`config.mk`:
```
export PLATFORM = sky130hd
export DESIGN_NAME = ct_had_trace_mlane
export DESIGN_NICKNAME = d
export VERILOG_FILES = /design/src/rtl/ct_had_trace_pkg.sv /design/src/rtl/ct_had_trace_lane_sel.sv /design/src/rtl/ct_had_trace_mlane.sv
export SDC_FILE = /design/constraint.sdc
export NUM_CORES = 1
export LEC_CHECK = 0
export CORE_MARGIN = 1
export CORE_UTILIZATION = 35
export CTS_CLUSTER_DIAMETER = 100
export DETAILED_ROUTE_END_ITERATION = 6
export PLACE_DENSITY = 0.85
export SETUP_SLACK_MARGIN = 0.2
export SLEW_MARGIN = 40
export SYNTH_ARGS = -nofsm -noshare
export SYNTH_HDL_FRONTEND = slang
export SYNTH_SLANG_ARGS = --single-unit
```
`constraint.sdc`:
```
create_clock -name cpuclk -period 7.2 [get_ports cpuclk]
set_clock_uncertainty 0.1 [all_clocks]
set_input_delay 1.44 -clock cpuclk [delete_from_list [all_inputs] [get_ports cpuclk]]
set_output_delay 1.44 -clock cpuclk [all_outputs]
set_load 0.05 [all_outputs]
```
`src/rtl/ct_had_trace_pkg.sv`:
```
// Shared definitions for the HAD multi-lane trace block: FSM encoding,
// default geometry and a constant-foldable clog2.
package ct_had_trace_pkg;

    localparam int CT_TRACE_CNT_W_DEF    = 8;
    localparam int CT_TRACE_RETIRE_W_DEF = 3;

    typedef logic [1:0] ct_trace_state_t;

    localparam logic [1:0] ST_IDLE = 2'd0;
    localparam logic [1:0] ST_RUN  = 2'd1;
    localparam logic [1:0] ST_PEND = 2'd2;

    function automatic int ct_clog2(input int value);
        int res;
        res = 0;
        for (int i = 0; i < 31; i++) begin
            if ((1 << i) < value) begin
                res = i + 1;
            end
        end
        return res;
    endfunction

endpackage

```
`src/rtl/ct_had_trace_lane_sel.sv`:
```
// Combinational lane selector: counts valid retire lanes, decides whether the
// trace counter expires inside this retire group and names the expiring lane.
module ct_had_trace_lane_sel
    import ct_had_trace_pkg::*;
#(
    parameter int CNT_W    = CT_TRACE_CNT_W_DEF,
    parameter int RETIRE_W = CT_TRACE_RETIRE_W_DEF,
    localparam int LANE_W  = (ct_clog2(RETIRE_W) > 1) ? ct_clog2(RETIRE_W) : 1,
    localparam int POP_W   = ct_clog2(RETIRE_W + 1)
) (
    input  logic [RETIRE_W-1:0] i_vld,
    input  logic [CNT_W-1:0]    i_cnt,
    output logic [POP_W-1:0]    o_vld_cnt,
    output logic                o_hit,
    output logic [LANE_W-1:0]   o_lane
);

    // One extra bit so that counter+1 never overflows in the lane search.
    localparam int CMP_W = ((CNT_W > POP_W) ? CNT_W : POP_W) + 1;

    logic [CMP_W-1:0] w_run;
    logic [CMP_W-1:0] w_target;

    always_comb begin
        w_run    = '0;
        w_target = CMP_W'(i_cnt) + CMP_W'(1);
        o_lane   = '0;
        for (int i = 0; i < RETIRE_W; i++) begin
            if (i_vld[i]) begin
                w_run = w_run + CMP_W'(1);
                if (w_run == w_target) begin
                    o_lane = LANE_W'(i);
                end
            end
        end
    end

    assign o_vld_cnt = POP_W'(w_run);
    assign o_hit     = (w_run > CMP_W'(i_cnt));

endmodule

```
`src/rtl/ct_had_trace_mlane.sv`:
```
// HAD trace-mode controller for a multi-lane retire stage: counts retired
// instructions down and raises a held debug request when the count expires.
// Optional 32-bit total retire counter enabled by CT_HAD_TRACE_TOTAL_CNT_EN.
module ct_had_trace_mlane
    import ct_had_trace_pkg::*;
#(
    parameter int CNT_W    = CT_TRACE_CNT_W_DEF,
    parameter int RETIRE_W = CT_TRACE_RETIRE_W_DEF,
    localparam int LANE_W  = (ct_clog2(RETIRE_W) > 1) ? ct_clog2(RETIRE_W) : 1,
    localparam int POP_W   = ct_clog2(RETIRE_W + 1)
) (
    input  logic                cpuclk,
    input  logic                cpurst_b,
    input  logic                ctrl_trace_en,
    input  logic                ctrl_trace_ack,
    input  logic                inst_bkpt_dbgreq,
    input  logic [RETIRE_W-1:0] rtu_yy_xx_retire_normal,
    input  logic [RETIRE_W-1:0] rtu_had_xx_split_inst,
    input  logic                rtu_yy_xx_dbgon,
    input  logic                x_sm_xx_update_dr_en,
    input  logic                ir_xx_otc_reg_sel,
    input  logic [63:0]         ir_xx_wdata,
    output logic                trace_ctrl_req,
    output logic [LANE_W-1:0]   trace_req_lane,
    output logic [CNT_W-1:0]    trace_regs_otc,
    output logic [1:0]          trace_fsm_state
`ifdef CT_HAD_TRACE_TOTAL_CNT_EN
    ,
    output logic [31:0]         trace_total_cnt
`endif
);

    localparam int DEC_W = ((CNT_W > POP_W) ? CNT_W : POP_W);

    ct_trace_state_t     r_state;
    ct_trace_state_t     w_state_nxt;
    logic [CNT_W-1:0]    r_cnt;
    logic [CNT_W-1:0]    w_cnt_nxt;
    logic [LANE_W-1:0]   r_lane;
    logic [RETIRE_W-1:0] w_vld;
    logic [POP_W-1:0]    w_vld_cnt;
    logic                w_hit;
    logic [LANE_W-1:0]   w_sel_lane;
    logic                w_in_run;
    logic                w_trig;
    logic                w_dec;
    logic                w_wr;
    logic                w_unused_wdata;

    assign w_vld = rtu_yy_xx_retire_normal & ~rtu_had_xx_split_inst
                 & {RETIRE_W{~rtu_yy_xx_dbgon & ctrl_trace_en}};

    ct_had_trace_lane_sel #(
        .CNT_W    (CNT_W),
        .RETIRE_W (RETIRE_W)
    ) u_lane_sel (
        .i_vld     (w_vld),
        .i_cnt     (r_cnt),
        .o_vld_cnt (w_vld_cnt),
        .o_hit     (w_hit),
        .o_lane    (w_sel_lane)
    );

    // A memory breakpoint in the same cycle owns the debug entry, so trace
    // neither fires nor consumes the retired instructions.
    assign w_in_run = (r_state == ST_RUN);
    assign w_trig   = w_in_run & w_hit & ~inst_bkpt_dbgreq;
    assign w_dec    = w_in_run & ~w_hit & ~inst_bkpt_dbgreq;
    assign w_wr     = x_sm_xx_update_dr_en & ir_xx_otc_reg_sel;

    assign w_unused_wdata = ^ir_xx_wdata[63:CNT_W];

    always_comb begin
        w_state_nxt = r_state;
        case (r_state)
            ST_IDLE: begin
                if (ctrl_trace_en) begin
                    w_state_nxt = ST_RUN;
                end
            end
            ST_RUN: begin
                if (!ctrl_trace_en) begin
                    w_state_nxt = ST_IDLE;
                end else if (w_trig) begin
                    w_state_nxt = ST_PEND;
                end
            end
            ST_PEND: begin
                if (ctrl_trace_ack) begin
                    w_state_nxt = ctrl_trace_en ? ST_RUN : ST_IDLE;
                end
            end
            default: w_state_nxt = ST_IDLE;
        endcase
    end

    // Register write wins over both the decrement and the trigger clear.
    always_comb begin
        w_cnt_nxt = r_cnt;
        if (w_wr) begin
            w_cnt_nxt = ir_xx_wdata[CNT_W-1:0];
        end else if (w_trig) begin
            w_cnt_nxt = '0;
        end else if (w_dec) begin
            if (DEC_W'(w_vld_cnt) >= DEC_W'(r_cnt)) begin
                w_cnt_nxt = '0;
            end else begin
                w_cnt_nxt = CNT_W'(DEC_W'(r_cnt) - DEC_W'(w_vld_cnt));
            end
        end
    end

    always_ff @(posedge cpuclk) begin
        if (!cpurst_b) begin
            r_state <= ST_IDLE;
            r_cnt   <= '0;
            r_lane  <= '0;
        end else begin
            r_state <= w_state_nxt;
            r_cnt   <= w_cnt_nxt;
            if (w_trig) begin
                r_lane <= w_sel_lane;
            end
        end
    end

`ifdef CT_HAD_TRACE_TOTAL_CNT_EN
    logic [31:0] r_total;

    always_ff @(posedge cpuclk) begin
        if (!cpurst_b) begin
            r_total <= '0;
        end else if ((r_state != ST_IDLE) && !inst_bkpt_dbgreq) begin
            r_total <= r_total + 32'(w_vld_cnt);
        end
    end

    assign trace_total_cnt = r_total;
`endif

    assign trace_ctrl_req  = (r_state == ST_PEND);
    assign trace_req_lane  = r_lane;
    assign trace_regs_otc  = r_cnt;
    assign trace_fsm_state = r_state;

endmodule

```
==> flow_summary.yaml <==
synthesis:
  async_reset_ff_share_pct: 0
  synthMuxAreaShare_pct: 0
  synth_xor_area_share_pct: 6.15
  synth-edff-count: 0
  synthDistinctLibCells: 47
  avgSynthCellArea_um2: 7.91
  synth_fp_nets: 231
  synthTopCellsByCount: "17 x nand2_1, 12 x dfxtp_1, 12 x nor2_1"
  synth_cells: 144
  yosysMostFrequentCell: "nand2_1"
  ys.flop_type: "dfxtp_1"
  synth_simple_gate_area_share_pct: 32.6
  synthTopCellsByArea: "dfxtp_1 21%, ha_1 8.8%, nand2_1 5.6%"
  synth_top_family_by_area: "simple AND/OR/NAND/NOR gates"
  synth-seq-area-share_pct: 21.1
  syn_area_um2: 1140
  synth_top_area_cell: "dfxtp_1"
  synth_warnings: 0
  synth-compound-area-share_pct: 22.0
  ys_ff_latch: 12
  yosys.area.top_type_share_pct: 21.1
  synth_fa_ha_area_share_pct: 10.5
placed_design:
  place_hpwl_um: 2010
  io_buffers: 34
  place.gp.congestion: 0.823
  dpl-instance-area_um2: 1490
grt:
  antenna_found_initial: 0
  grt_pass1_vias: 1063
  grt-ovfl-total: 0
  grt_use_total_pct: 16.3
  grt_max_degree: 13
  grt_pass1_wl_um: 4370
die:
  core.rowCount: 20
  dieArea_um2: 3490
  coreArea_um2: 3080
  ios: 91
  die_height_um: 59.0
  initial_utilization_pct: 37.0
  die_width_um: 59.0
power:
  swShare_pct: 37.2
  vdd_drop_max_mv: 0.0758
  p_comb_share_pct: 40.7
  pwr-share-clk_pct: 23.9
  total_power_mw: 0.230
  p_leak_nw: 0.576
  switchingPower_mw: 0.0853
  power_density_nw_per_um2: 150
  pwr-share-seq_pct: 35.4
  p_int_mw: 0.144
clocking:
  ctsHoldBuffers: 0
  cts_tree: "yes"
  post_cts_buffers: 0
  cts_sinks: 12
  cts_max_level: 1
  clk_latency_ns: 0.28
  cts-root-buf: "clkbuf_4"
  clkTransAtPathRegs_ns: 0.08
  clock_path_buffers: 2
  ctsResizeCount: 0
  cts_buffers: 3
critical_path:
  ff2ff_path_depth: 8
  crit_path_end_kind: "flip-flop"
  arrival_ns: 4.75
  critPathRequiredTime_ns: 7.28
  r2r_start: "trace_regs_otc[0]"
  worstSetupPathType: "input pin to flip-flop"
  worstPathMaxFanout: 6
  cp-start-kind: "input pin"
  worstReg2RegEnd: "trace_regs_otc[1]"
  ff2ff_setup_slack_ns: 4.51
routing:
  vias: 1132
  detail_route.first_pass.iterations: 4
  via_per_inst: 5.12
  drtIter0Drc: 42
  detail-route-antenna-nets: 0
  totalWireLength_um: 2550
  wl_per_cell_um: 11.5
  drc: 0
cells_and_area:
  final_nets: 265
  layout-drive-gt1-share_pct: 9.60
  layout.cell_area.non_filler_um2: 1530
  syn_to_final_growth_pct: 34.3
  antenna_cells: 0
timing:
  slew_viol_final: 0
  period_minus_slack_ns: 4.67
  whs_ns: 0.368
  timing.setup.tns_ns: 0
  setup_violations: 0
  period_share_pct: 64.9
  tightest_slew_ns: 0.585
  rsz0062_at_grt: "false"
  timing_hold_violations_final: 0
  slew_headroom_pct: 60.9
  max_freq_mhz: 214
min_path:
  hold_path.startpoint: "trace_req_lane[0]"
  holdPathStages: 2
  hold_path_class: "flip-flop to flip-flop"
  min_to: "trace_req_lane[0]"
run_status:
  status: "complete, no violations"
run:
  drv_cap: 0
## metal layers
layer	up-vias	part of all wire (%)	wire length (um)	GRT usage (%)
met5	-	0	0	0
met2	37	46	1170	27.9
met1	503	46	1170	20.1
met4	0	1.1	29	3.06
met3	2	6.8	173	5.02
li1	590	-	-	-
## per-stage QoR
step                std cells  setup slack, ns  utilization (%)
CTS                       221             2.50             49.7
floorplan                 144             3.17                -
global route              221             2.29             49.7
finish                    221             2.53             49.7
global placement          217             2.32             48.5
detailed placement        217             2.25             48.5
## worst max-delay path, stage by stage
cell and delay (ns):
clkdlybuf4s50_1 0.50, nor2b_1 0.21, and3b_1 0.23, inv_1 0.05, ha_1 0.33, xnor2_1 0.18, ha_1 0.22, fa_1 0.45
a21oi_1 0.31, nor4_4 0.06, a211oi_2 0.37, nand2b_1 0.11, a221oi_1 0.27
## worst max path at each step
stage,to,start,depth (start not counted)
after global routing,trace_regs_otc[1],ctrl_trace_en,13
after floorplan,trace_regs_otc[0],ctrl_trace_en,12
final,trace_regs_otc[1],ctrl_trace_en,13
after detailed placement,trace_regs_otc[1],ctrl_trace_en,13
after CTS,trace_regs_otc[1],ctrl_trace_en,13
after global placement,trace_regs_otc[1],ctrl_trace_en,13
## layout make-up
type | instances | area (um^2)
Fill cell | 298 | 1550
Multi-Input combinational cell | 115 | 812
Timing Repair Buffer | 34 | 340
Sequential cell | 12 | 240
Tap cell | 44 | 55.1
Inverter | 12 | 45.0
Clock buffer | 4 | 36.3
## flip-flops by register name (all words and copies together) (netlist names)
signal and cells:
trace_req_lane 2, trace_fsm_state 2, trace_regs_otc 8
## power groups by stage
stage / clock (mW) / combinational [mW] / sequential [mW]
2_1_floorplan: 0 / 0.0563 / 0.0925
3_3_place_gp: 0 / 0.0928 / 0.0824
3_5_place_dp: 0 / 0.0934 / 0.0827
4_1_cts: 0.0560 / 0.0943 / 0.0811
5_1_grt: 0.0598 / 0.102 / 0.0827
6_report: 0.0548 / 0.0935 / 0.0812
## cell families after synthesis
family          count (synthesis)
compound gates                 33
flops                          12
buf+inv                        17
simple gates                   65
xor+xnor                        8
fa+ha+maj                       9
## layout by cell type, fill, tap and decap left out, types with 5 or more instances in the layout
cell type and n:
clkdlybuf4s50_1 34, nand2_1 17, nor2_1 12, dfxtp_1 12
inv_1 11, ha_1 8, a31oi_1 7, o21ai_0 6
xnor2_1 6, nand3_1 6, nand4_1 5
No activity file was read; power rests on OpenSTA's default activity.
